$ cat src/rtl/hub75_pkg.sv
// hub75_pkg: shared definitions for the HUB75 panel-side receiver.
//   - default geometry (columns, rows, data pins, show-counter width)
//   - rx_state_t receiver state encoding
//   - bit positions of the rgb data pins and of the packed control-pin vector
package hub75_pkg;

   localparam int unsigned DEF_COLS   = 128;
   localparam int unsigned DEF_ROWS   = 32;
   localparam int unsigned DEF_RGB_W  = 6;
   localparam int unsigned DEF_SHOW_W = 16;

   typedef enum logic [1:0] {
      UNSYNC,
      IDLE,
      SHOW
   } rx_state_t;

   // rgb pin order: {b2, g2, r2, b1, g1, r1}
   localparam int unsigned RGB_R1 = 0;
   localparam int unsigned RGB_G1 = 1;
   localparam int unsigned RGB_B1 = 2;
   localparam int unsigned RGB_R2 = 3;
   localparam int unsigned RGB_G2 = 4;
   localparam int unsigned RGB_B2 = 5;

   // control pins packed into one synchronizer vector
   localparam int unsigned PIN_PCLK    = 0;
   localparam int unsigned PIN_LAT     = 1;
   localparam int unsigned PIN_BLANK   = 2;
   localparam int unsigned PIN_ROWCLK  = 3;
   localparam int unsigned PIN_ROWDATA = 4;
   localparam int unsigned CTRL_W      = 5;

endpackage

$ cat src/rtl/hub75_rx_if.sv
// hub75_rx_if: HUB75 connector pins plus the decoded event streams.
//   master : drives the pins (driver / bench side), observes the events
//   slave  : receiver side, samples the pins, produces the events
//   pins   : panel_clk, rgb, lat, blank, row_clk, row_data
//   events : px_*, line_*, show_*, synced, col_err
interface hub75_rx_if
   import hub75_pkg::*;
#(
   parameter int unsigned COLS   = DEF_COLS,
   parameter int unsigned ROWS   = DEF_ROWS,
   parameter int unsigned RGB_W  = DEF_RGB_W,
   parameter int unsigned SHOW_W = DEF_SHOW_W
);
   localparam int unsigned COL_W = $clog2(COLS);
   localparam int unsigned ROW_W = $clog2(ROWS);

   logic               panel_clk;
   logic [RGB_W-1:0]   rgb;
   logic               lat;
   logic               blank;
   logic               row_clk;
   logic               row_data;

   logic               px_valid;
   logic [COL_W-1:0]   px_col;
   logic [RGB_W-1:0]   px_rgb;
   logic               line_valid;
   logic [COL_W:0]     line_len;
   logic [ROW_W-1:0]   line_row;
   logic [2:0]         line_plane;
   logic               show_valid;
   logic [SHOW_W-1:0]  show_len;
   logic [ROW_W-1:0]   show_row;
   logic               synced;
   logic               col_err;

   modport master (
      output panel_clk, rgb, lat, blank, row_clk, row_data,
      input  px_valid, px_col, px_rgb,
      input  line_valid, line_len, line_row, line_plane,
      input  show_valid, show_len, show_row, synced, col_err
   );

   modport slave (
      input  panel_clk, rgb, lat, blank, row_clk, row_data,
      output px_valid, px_col, px_rgb,
      output line_valid, line_len, line_row, line_plane,
      output show_valid, show_len, show_row, synced, col_err
   );

endinterface

$ cat src/rtl/hub75_pin_sync.sv
// hub75_pin_sync: 2-FF synchronizer for asynchronous pins plus an edge
// register. rise/fall are combinational from the last synchronizer stage and
// the edge register, so a pin change becomes visible to logic after 2 clocks.
//   clk, rst_n : clock, async active-low reset (all stages clear to 0)
//   din        : raw pin inputs
//   sync       : synchronized level
//   rise, fall : one-cycle edge flags aligned with sync
module hub75_pin_sync #(
   parameter int unsigned WIDTH = 1
) (
   input  logic             clk,
   input  logic             rst_n,
   input  logic [WIDTH-1:0] din,
   output logic [WIDTH-1:0] sync,
   output logic [WIDTH-1:0] rise,
   output logic [WIDTH-1:0] fall
);
   logic [WIDTH-1:0] meta;
   logic [WIDTH-1:0] stage;
   logic [WIDTH-1:0] prev;

   always_ff @(posedge clk or negedge rst_n) begin
      if (!rst_n) begin
         meta  <= '0;
         stage <= '0;
         prev  <= '0;
      end else begin
         meta  <= din;
         stage <= meta;
         prev  <= stage;
      end
   end

   assign sync = stage;
   assign rise = stage & ~prev;
   assign fall = ~stage & prev;

endmodule

$ cat src/rtl/hub75_rx.sv
// hub75_rx: HUB75 panel-side receiver. Decodes the driver's pin activity into
// pixel writes, line latches (tagged with row and plane) and per-row
// display-on durations.
//   sys_clk : block clock, pins are asynchronous to it
//   rst_n   : async assert, active-low; release synchronized internally
//   bus     : hub75_rx_if slave (pins in, registered event outputs)
module hub75_rx
   import hub75_pkg::*;
#(
   parameter int unsigned COLS   = DEF_COLS,
   parameter int unsigned ROWS   = DEF_ROWS,
   parameter int unsigned RGB_W  = DEF_RGB_W,
   parameter int unsigned SHOW_W = DEF_SHOW_W
) (
   input  logic       sys_clk,
   input  logic       rst_n,
   hub75_rx_if.slave  bus
);
   localparam int unsigned COL_W = $clog2(COLS);
   localparam int unsigned ROW_W = $clog2(ROWS);
   localparam logic [COL_W:0]   COL_FULL = COLS[COL_W:0];
   localparam logic [ROW_W-1:0] ROW_LAST = ROW_W'(ROWS - 1);

   logic [1:0] rst_pipe;
   logic       rst_int_n;

   always_ff @(posedge sys_clk or negedge rst_n) begin
      if (!rst_n) rst_pipe <= '0;
      else        rst_pipe <= {rst_pipe[0], 1'b1};
   end
   assign rst_int_n = rst_pipe[1];

   logic [CTRL_W-1:0] ctrl_sync, ctrl_rise, ctrl_fall;
   logic [RGB_W-1:0]  rgb_sync, rgb_rise, rgb_fall;

   hub75_pin_sync #(.WIDTH(CTRL_W)) u_ctrl_sync (
      .clk   (sys_clk),
      .rst_n (rst_int_n),
      .din   ({bus.row_data, bus.row_clk, bus.blank, bus.lat, bus.panel_clk}),
      .sync  (ctrl_sync),
      .rise  (ctrl_rise),
      .fall  (ctrl_fall)
   );

   // Same depth as the control path, so rgb_sync is the data at the clock rise.
   hub75_pin_sync #(.WIDTH(RGB_W)) u_rgb_sync (
      .clk   (sys_clk),
      .rst_n (rst_int_n),
      .din   (bus.rgb),
      .sync  (rgb_sync),
      .rise  (rgb_rise),
      .fall  (rgb_fall)
   );

   logic unused_edges;
   assign unused_edges = ^{rgb_rise, rgb_fall, ctrl_rise[PIN_ROWDATA], ctrl_rise[PIN_BLANK],
                           ctrl_fall[PIN_PCLK], ctrl_fall[PIN_LAT], ctrl_fall[PIN_ROWCLK],
                           ctrl_fall[PIN_ROWDATA], ctrl_sync[PIN_PCLK], ctrl_sync[PIN_LAT],
                           ctrl_sync[PIN_ROWCLK]};

   logic pclk_rise, lat_rise, row_rise, blank_rise, blank_fall, blank_lvl, row_data_lvl;
   assign pclk_rise    = ctrl_rise[PIN_PCLK];
   assign lat_rise     = ctrl_rise[PIN_LAT];
   assign row_rise     = ctrl_rise[PIN_ROWCLK];
   assign blank_rise   = ctrl_sync[PIN_BLANK] & ~ctrl_fall[PIN_BLANK] & ctrl_rise[PIN_BLANK];
   assign blank_fall   = ctrl_fall[PIN_BLANK];
   assign blank_lvl    = ctrl_sync[PIN_BLANK];
   assign row_data_lvl = ctrl_sync[PIN_ROWDATA];

   logic [COL_W:0]    col_cnt, col_base;
   logic [ROW_W-1:0]  row_idx, row_nxt;
   logic [2:0]        plane_cnt, plane_base;
   logic [SHOW_W-1:0] show_cnt;
   logic              px_take;

   // Same-cycle events resolve as row_clk, then panel_clk, then lat: the
   // *_base values are the counters after the earlier events have applied.
   always_comb begin
      row_nxt    = row_idx;
      plane_base = plane_cnt;
      if (row_rise) begin
         plane_base = '0;
         if (row_data_lvl || row_idx == ROW_LAST) row_nxt = '0;
         else                                      row_nxt = row_idx + 1'b1;
      end
      px_take  = pclk_rise && (col_cnt != COL_FULL);
      col_base = px_take ? col_cnt + 1'b1 : col_cnt;
   end

   logic              px_valid, line_valid, show_valid, synced, col_err;
   logic [COL_W-1:0]  px_col;
   logic [RGB_W-1:0]  px_rgb;
   logic [COL_W:0]    line_len;
   logic [ROW_W-1:0]  line_row, show_row;
   logic [2:0]        line_plane;
   logic [SHOW_W-1:0] show_len;
   rx_state_t         state;

   always_ff @(posedge sys_clk or negedge rst_int_n) begin
      if (!rst_int_n) begin
         col_cnt    <= '0;
         row_idx    <= '0;
         plane_cnt  <= '0;
         show_cnt   <= '0;
         px_valid   <= 1'b0;
         px_col     <= '0;
         px_rgb     <= '0;
         line_valid <= 1'b0;
         line_len   <= '0;
         line_row   <= '0;
         line_plane <= '0;
         synced     <= 1'b0;
         col_err    <= 1'b0;
      end else begin
         px_valid <= px_take;
         if (px_take) begin
            px_col <= col_cnt[COL_W-1:0];
            px_rgb <= rgb_sync;
         end
         if (pclk_rise && !px_take) col_err <= 1'b1;
         if (row_rise && row_data_lvl) synced <= 1'b1;
         row_idx    <= row_nxt;
         line_valid <= lat_rise;
         if (lat_rise) begin
            line_len   <= col_base;
            line_row   <= row_nxt;
            line_plane <= plane_base;
            col_cnt    <= '0;
            plane_cnt  <= plane_base + 3'd1;
         end else begin
            col_cnt    <= col_base;
            plane_cnt  <= plane_base;
         end
         // The fall cycle is itself the first low cycle, so it loads 1:
         // show_len then equals the number of cycles blank was low.
         if (blank_fall)                          show_cnt <= {{(SHOW_W-1){1'b0}}, 1'b1};
         else if (!blank_lvl && show_cnt != '1)   show_cnt <= show_cnt + 1'b1;
      end
   end

   always_ff @(posedge sys_clk or negedge rst_int_n) begin
      if (!rst_int_n) begin
         state      <= UNSYNC;
         show_valid <= 1'b0;
         show_len   <= '0;
         show_row   <= '0;
      end else begin
         show_valid <= 1'b0;
         case (state)
            UNSYNC: if (row_rise && row_data_lvl) state <= IDLE;
            IDLE:   if (blank_fall) state <= SHOW;
            SHOW:   if (blank_rise) begin
                       state      <= IDLE;
                       show_valid <= 1'b1;
                       show_len   <= show_cnt;
                       show_row   <= row_idx;
                    end
            default: state <= UNSYNC;
         endcase
      end
   end

   assign bus.px_valid   = px_valid;
   assign bus.px_col     = px_col;
   assign bus.px_rgb     = px_rgb;
   assign bus.line_valid = line_valid;
   assign bus.line_len   = line_len;
   assign bus.line_row   = line_row;
   assign bus.line_plane = line_plane;
   assign bus.show_valid = show_valid;
   assign bus.show_len   = show_len;
   assign bus.show_row   = show_row;
   assign bus.synced     = synced;
   assign bus.col_err    = col_err;

endmodule

$ cat src/flat_wrapper.sv
// flat-port wrapper written by rule: the top's interface ports become plain ports
module hub75_rx_flat import hub75_pkg::*;
#(
   parameter int unsigned COLS   = DEF_COLS,
   parameter int unsigned ROWS   = DEF_ROWS,
   parameter int unsigned RGB_W  = DEF_RGB_W,
   parameter int unsigned SHOW_W = DEF_SHOW_W
)
  (sys_clk, rst_n, bus_panel_clk, bus_rgb, bus_lat, bus_blank, bus_row_clk, bus_row_data, bus_px_valid, bus_px_col, bus_px_rgb, bus_line_valid, bus_line_len, bus_line_row, bus_line_plane, bus_show_valid, bus_show_len, bus_show_row, bus_synced, bus_col_err);
  hub75_rx_if #(.COLS(COLS), .ROWS(ROWS), .RGB_W(RGB_W), .SHOW_W(SHOW_W)) bus_i ();
  input  logic sys_clk;
  input  logic rst_n;
  input wire logic [$bits(bus_i.panel_clk)-1:0] bus_panel_clk;
  input wire logic [$bits(bus_i.rgb)-1:0] bus_rgb;
  input wire logic [$bits(bus_i.lat)-1:0] bus_lat;
  input wire logic [$bits(bus_i.blank)-1:0] bus_blank;
  input wire logic [$bits(bus_i.row_clk)-1:0] bus_row_clk;
  input wire logic [$bits(bus_i.row_data)-1:0] bus_row_data;
  output wire logic [$bits(bus_i.px_valid)-1:0] bus_px_valid;
  output wire logic [$bits(bus_i.px_col)-1:0] bus_px_col;
  output wire logic [$bits(bus_i.px_rgb)-1:0] bus_px_rgb;
  output wire logic [$bits(bus_i.line_valid)-1:0] bus_line_valid;
  output wire logic [$bits(bus_i.line_len)-1:0] bus_line_len;
  output wire logic [$bits(bus_i.line_row)-1:0] bus_line_row;
  output wire logic [$bits(bus_i.line_plane)-1:0] bus_line_plane;
  output wire logic [$bits(bus_i.show_valid)-1:0] bus_show_valid;
  output wire logic [$bits(bus_i.show_len)-1:0] bus_show_len;
  output wire logic [$bits(bus_i.show_row)-1:0] bus_show_row;
  output wire logic [$bits(bus_i.synced)-1:0] bus_synced;
  output wire logic [$bits(bus_i.col_err)-1:0] bus_col_err;
  assign bus_i.panel_clk = bus_panel_clk;
  assign bus_i.rgb = bus_rgb;
  assign bus_i.lat = bus_lat;
  assign bus_i.blank = bus_blank;
  assign bus_i.row_clk = bus_row_clk;
  assign bus_i.row_data = bus_row_data;
  assign bus_px_valid = bus_i.px_valid;
  assign bus_px_col = bus_i.px_col;
  assign bus_px_rgb = bus_i.px_rgb;
  assign bus_line_valid = bus_i.line_valid;
  assign bus_line_len = bus_i.line_len;
  assign bus_line_row = bus_i.line_row;
  assign bus_line_plane = bus_i.line_plane;
  assign bus_show_valid = bus_i.show_valid;
  assign bus_show_len = bus_i.show_len;
  assign bus_show_row = bus_i.show_row;
  assign bus_synced = bus_i.synced;
  assign bus_col_err = bus_i.col_err;
  hub75_rx #(.COLS(COLS), .ROWS(ROWS), .RGB_W(RGB_W), .SHOW_W(SHOW_W)) u_core (.sys_clk(sys_clk), .rst_n(rst_n), .bus(bus_i));
endmodule
$ cat config.mk
export PLATFORM = sky130hd
export DESIGN_NAME = hub75_rx_flat
export DESIGN_NICKNAME = d
export VERILOG_FILES = /design/src/rtl/hub75_pkg.sv /design/src/rtl/hub75_rx_if.sv /design/src/rtl/hub75_pin_sync.sv /design/src/rtl/hub75_rx.sv /design/src/flat_wrapper.sv
export SDC_FILE = /design/constraint.sdc
export NUM_CORES = 1
export LEC_CHECK = 0
export ABC_AREA = 1
export ABC_CLOCK_PERIOD_IN_PS = 6200
export CAP_MARGIN = 10
export CORE_ASPECT_RATIO = 0.7
export CORE_MARGIN = 2
export CORE_UTILIZATION = 36
export CTS_CLUSTER_SIZE = 24
export DETAILED_ROUTE_END_ITERATION = 10
export SYNTH_ARGS = -nofsm -noshare
export SYNTH_HDL_FRONTEND = slang
export SYNTH_HIERARCHICAL = 1
export SYNTH_SLANG_ARGS = --single-unit
$ cat constraint.sdc
create_clock -name sys_clk -period 6.2 [get_ports sys_clk]
set_clock_uncertainty 0.1 [all_clocks]
set_input_delay 1.24 -clock sys_clk [delete_from_list [all_inputs] [get_ports sys_clk]]
set_output_delay 1.24 -clock sys_clk [all_outputs]
set_load 0.01 [all_outputs]
# After elaboration in Yosys (flattened, before gate mapping)

Cells that the tools add are included.

Register bits: 117
Word-level logic and storage cells: 67

Eq/ne operators: 8
Multiplexer cells: 14
Add/subtract/negate cells: 4
Bitwise gates (word level): 7
Reductions and logical operators: 11

Operator list:

| operator                | count |
|---|---|
| $mux W16                | 2 |
| $add A16 B1 Y16 const B | 1 |
| $mux W8                 | 2 |
| $ne A16 B16 Y1 const B  | 1 |
| $mux W5                 | 2 |
| $add A8 B1 Y8 const B   | 1 |
| $ne A8 B8 Y1 const B    | 1 |
| $mux W2                 | 3 |
| $mux W3                 | 2 |
| $ne A2 B1 Y1 const B    | 3 |
| $pmux W2 S3             | 1 |
| $add A5 B1 Y5 const B   | 1 |
| $eq A5 B5 Y1 const B    | 1 |
| $and A4 B4 Y4           | 1 |
| $logic_and A1 B1 Y1     | 4 |
| $not A4 Y4              | 1 |
| $add A3 B1 Y3 const B   | 1 |
| $and A3 B3 Y3           | 1 |
| $not A3 Y3              | 1 |
| $reduce_and A3 Y1       | 1 |
| $and A1 B1 Y1           | 2 |
| $eq A2 B1 Y1 const B    | 1 |
| $eq A2 B2 Y1 const B    | 1 |
| $logic_not A1 Y1        | 2 |
| 6 further kinds         | 7 |

# Depth between registers and ports, before layout

Word-level depth: 7
Depth in mapped cells: 10
Gate-level depth less buffers: 10

# By module

The synthesis kept the hierarchy.

By module, submodules not included:

| module                              | times used | seq. area each (um2) | cells each | area an instance (um2) |
|---|---|---|---|---|
| hub75_rx                            | 1          | 2277.2               | 492        | 4071.4 |
| hub75_pin_sync (u_core.u_rgb_sync)  | 1          | 450.4                | 42         | 540.5 |
| hub75_pin_sync (u_core.u_ctrl_sync) | 1          | 375.4                | 35         | 450.4 |

# Worst setup path after synthesis

OpenSTA, ideal clock, no wires.

Path type: reg2out
Start point: register u_core.line_len[0] (netlist: u_core/bus.line_len[0])
End point: output port bus_line_len[0]
Cell stages (with the launch flop): 1
Required time: 4.860 ns
Data arrival time: 0.385 ns
Setup slack: 4.475 ns
Cell sequence: dfrtp_1

RTL lines:

| what                   | RTL line           | RTL |
|---|---|---|
| from (decl)            | hub75_rx.sv:93     | `logic [COL_W:0] line_len;` |
| from (signal assigned) | hub75_rx.sv:125    | `line_len <= col_base;` |
| to (decl)              | flat_wrapper.sv:23 | `output wire logic [$bits(bus_i.line_len)-1:0] bus_line_len;` |

No word-level cell between the ends.

# Final worst setup path

Start point: register u_core.line_row[4] (netlist: u_core/bus.line_row[4])
End point: output port bus_line_row[4]

RTL lines:

| what                   | RTL line           | RTL |
|---|---|---|
| from (decl)            | hub75_rx.sv:94     | `logic [ROW_W-1:0] line_row, show_row;` |
| from (signal assigned) | hub75_rx.sv:126    | `line_row <= row_nxt;` |
| to (decl)              | flat_wrapper.sv:24 | `output wire logic [$bits(bus_i.line_row)-1:0] bus_line_row;` |

No word-level cell between the ends.

==> qor.txt <==
status = completed
final core utilization = 0.476
GR peak layer = met1
die extent in x = 141 microns
Die Y-Extent = 100 microns
Pwr per Cell Area = 340 nW/um^2
Max FO, Critical Path = 2
First-pass DRT Iterations = 4
Setup CP Type = reg2out
Max Slew Vio Count = 0
1st-iter DRT viols = 219
CTS tree = built
peak supply drop = 0.183 mV
YS warnings = 6
fmax = 376 MHz
R2R Path Start = u_core/u_ctrl_sync/sync[2]
Buf+Inv Stages, Crit Path = 1
CTS H-Tree Depth = 4
postcts setup bufs = 0
crit path cell chain = clkdlybuf4s50_1
placed standard-cell area = 5590 sq um
cell family with most CP delay = buffers and inverters
post_cts resized = 0
Mapped Nets = 547
first-pass GRT wire length = 17500 microns
Mapped Area = 4760 sq um
Cells after Synth = 528
Min-Delay Path Depth = 0
Critical Path RT = 4.86 ns
latest clock arrival within the worst-skew pair = 0.40 ns
Setup WS pre-CTS = 3.95 ns
vias = 3638
drt drc = 0
setup_tns = 0 ns
Sink Count = 117
CTS Hold Bufs = 0
CP Depth = 1
layout net count = 621
CP Capture Type = output pin
RSZ-0062 raised after global routing = false
GR met1 Demand/Resource = 0.239
share of post-route cells with drive strength above 1 = 0.0813
DR vias/cell = 4.66
Global Route met2 Usage = 0.216
worst slew pin tran = 0.835 ns
Layout fillers = 1230
Fin. Hold Viols = 0
DPL Wire Length = 6870 microns
cell count of the worst reg-to-reg path = 7
RePlAce Congestion = 0.815
Crit Reg-Reg Endpoint = u_core/bus.show_len[14]
ant diodes = 0
core box area = 13100 sq um
number of buffers added on ports = 67
Crit-path slowest cell = clkdlybuf4s50_1
final setup margin = 3.54 ns
initial antenna violation count = 0
Slew HR = 0.443
# rows = 35
Mean Syn Cell Area = 9.01 sq um
IO Count = 68
grt total ovfl = 0
CTS Buffer Depth = 2
final WL = 10200 microns
TritonCTS Buffers = 17
WL/cell = 13.1 microns
r2r setup slk = 3.95 ns
Layout area overhead = 30.4%
Worst EP arrival = 1.32 ns
Setup violations, final = 0
CP endpoint = bus_line_row[4]
largest net degree at the start of global routing = 66
post-route ant nets = 0
Tmin final = 2.66 ns
met3 usage = 0.0386
CTS clk-pin slew, worst paths = 0.06 ns
root buffer selected by CTS = clkbuf_16
Starting Density = 0.365
gr usage total = 0.158
hold crit path type = reg2reg
die area = 14200 sq um
crit start category = flop
Final period util = 0.429
max_cap viols = 0
design area = 6210 sq um
vias in the first global route = 3437
P_leak = 2.99 nW
Critical Path Max Stage Delay = 0.57 ns
Crit. Startpoint = u_core/bus.line_row[4]
[state kept, by name, summed over array words and instances, names as in the netlist, 2 cells and up]
name and flops:
u_core/u_ctrl_sync/sync 5, u_core/u_rgb_sync/meta 6, u_core/bus.line_len 8, u_core/rst_pipe 2, u_core/bus.show_row 5, u_core/u_rgb_sync/sync 6, u_core/bus.px_col 7, u_core/u_ctrl_sync/meta 5
u_core/state 2, u_core/bus.line_row 5, u_core/plane_cnt 3, u_core/bus.show_len 16, u_core/show_cnt 16, u_core/bus.px_rgb 6, u_core/row_idx 5, u_core/u_ctrl_sync/prev 4
u_core/bus.line_plane 3, u_core/col_cnt 8
[worst min path at each step]
stage                                     startpoint                    endpoint  slack [ns]
after floorplan                   u_core/rst_pipe[0]          u_core/rst_pipe[1]        0.23
after global placement     u_core/u_rgb_sync/meta[5]   u_core/u_rgb_sync/sync[5]        0.23
after detailed placement  u_core/u_ctrl_sync/meta[2]  u_core/u_ctrl_sync/sync[2]        0.23
after CTS                 u_core/u_ctrl_sync/meta[2]  u_core/u_ctrl_sync/sync[2]        0.25
after global routing      u_core/u_ctrl_sync/meta[3]  u_core/u_ctrl_sync/sync[3]        0.25
final                     u_core/u_ctrl_sync/meta[2]  u_core/u_ctrl_sync/sync[2]        0.24
[report_power, final]
group / internal [mW] / switching (mW) / total [mW]
Combinational: 0.107 / 0.115 / 0.222
Sequential: 0.831 / 0.0477 / 0.879
Clock: 0.646 / 0.363 / 1.01
Total: 1.58 / 0.525 / 2.11
[cell usage in the layout (no fill, tap or decap), types with 8 or more instances in the layout]
cell type	n
a21oi_1	12
clkbuf_16	17
clkdlybuf4s50_1	67
dfrtp_1	116
inv_1	41
nand2_1	203
nand3_1	24
nand4_1	12
nor2_1	35
o21ai_0	10
o21ai_1	22
xor2_1	8
[stage by stage]
stage          hold slack, ns  power [mW]  instances
2_1_floorplan           0.231        1.01        528
3_3_place_gp            0.234        1.11        749
3_5_place_dp            0.235        1.12        749
4_1_cts                 0.247        2.14        781
5_1_grt                 0.253        2.22        781
6_report                0.245        2.11        781
[cell type report]
class / instances / area [sq um] / area share
clock inverters: 14 / 178 / 0.0286
clock buffers: 18 / 439 / 0.0708
well taps: 166 / 208 / 0.0335
multi-input cells: 350 / 1580 / 0.255
repair buffers: 70 / 693 / 0.112
inverters: 46 / 173 / 0.0278
flip-flops and latches: 117 / 2930 / 0.472
[per-layer routing]
| metal | part of all wire | wire [microns] |
|---|---|---|
| met3 | 0.037 | 377 |
| met4 | 0.012 | 126 |
| met1 | 0.53 | 5410 |
| met5 | 0 | 0 |
| met2 | 0.42 | 4280 |
Power figures use the tool's default switching activity.
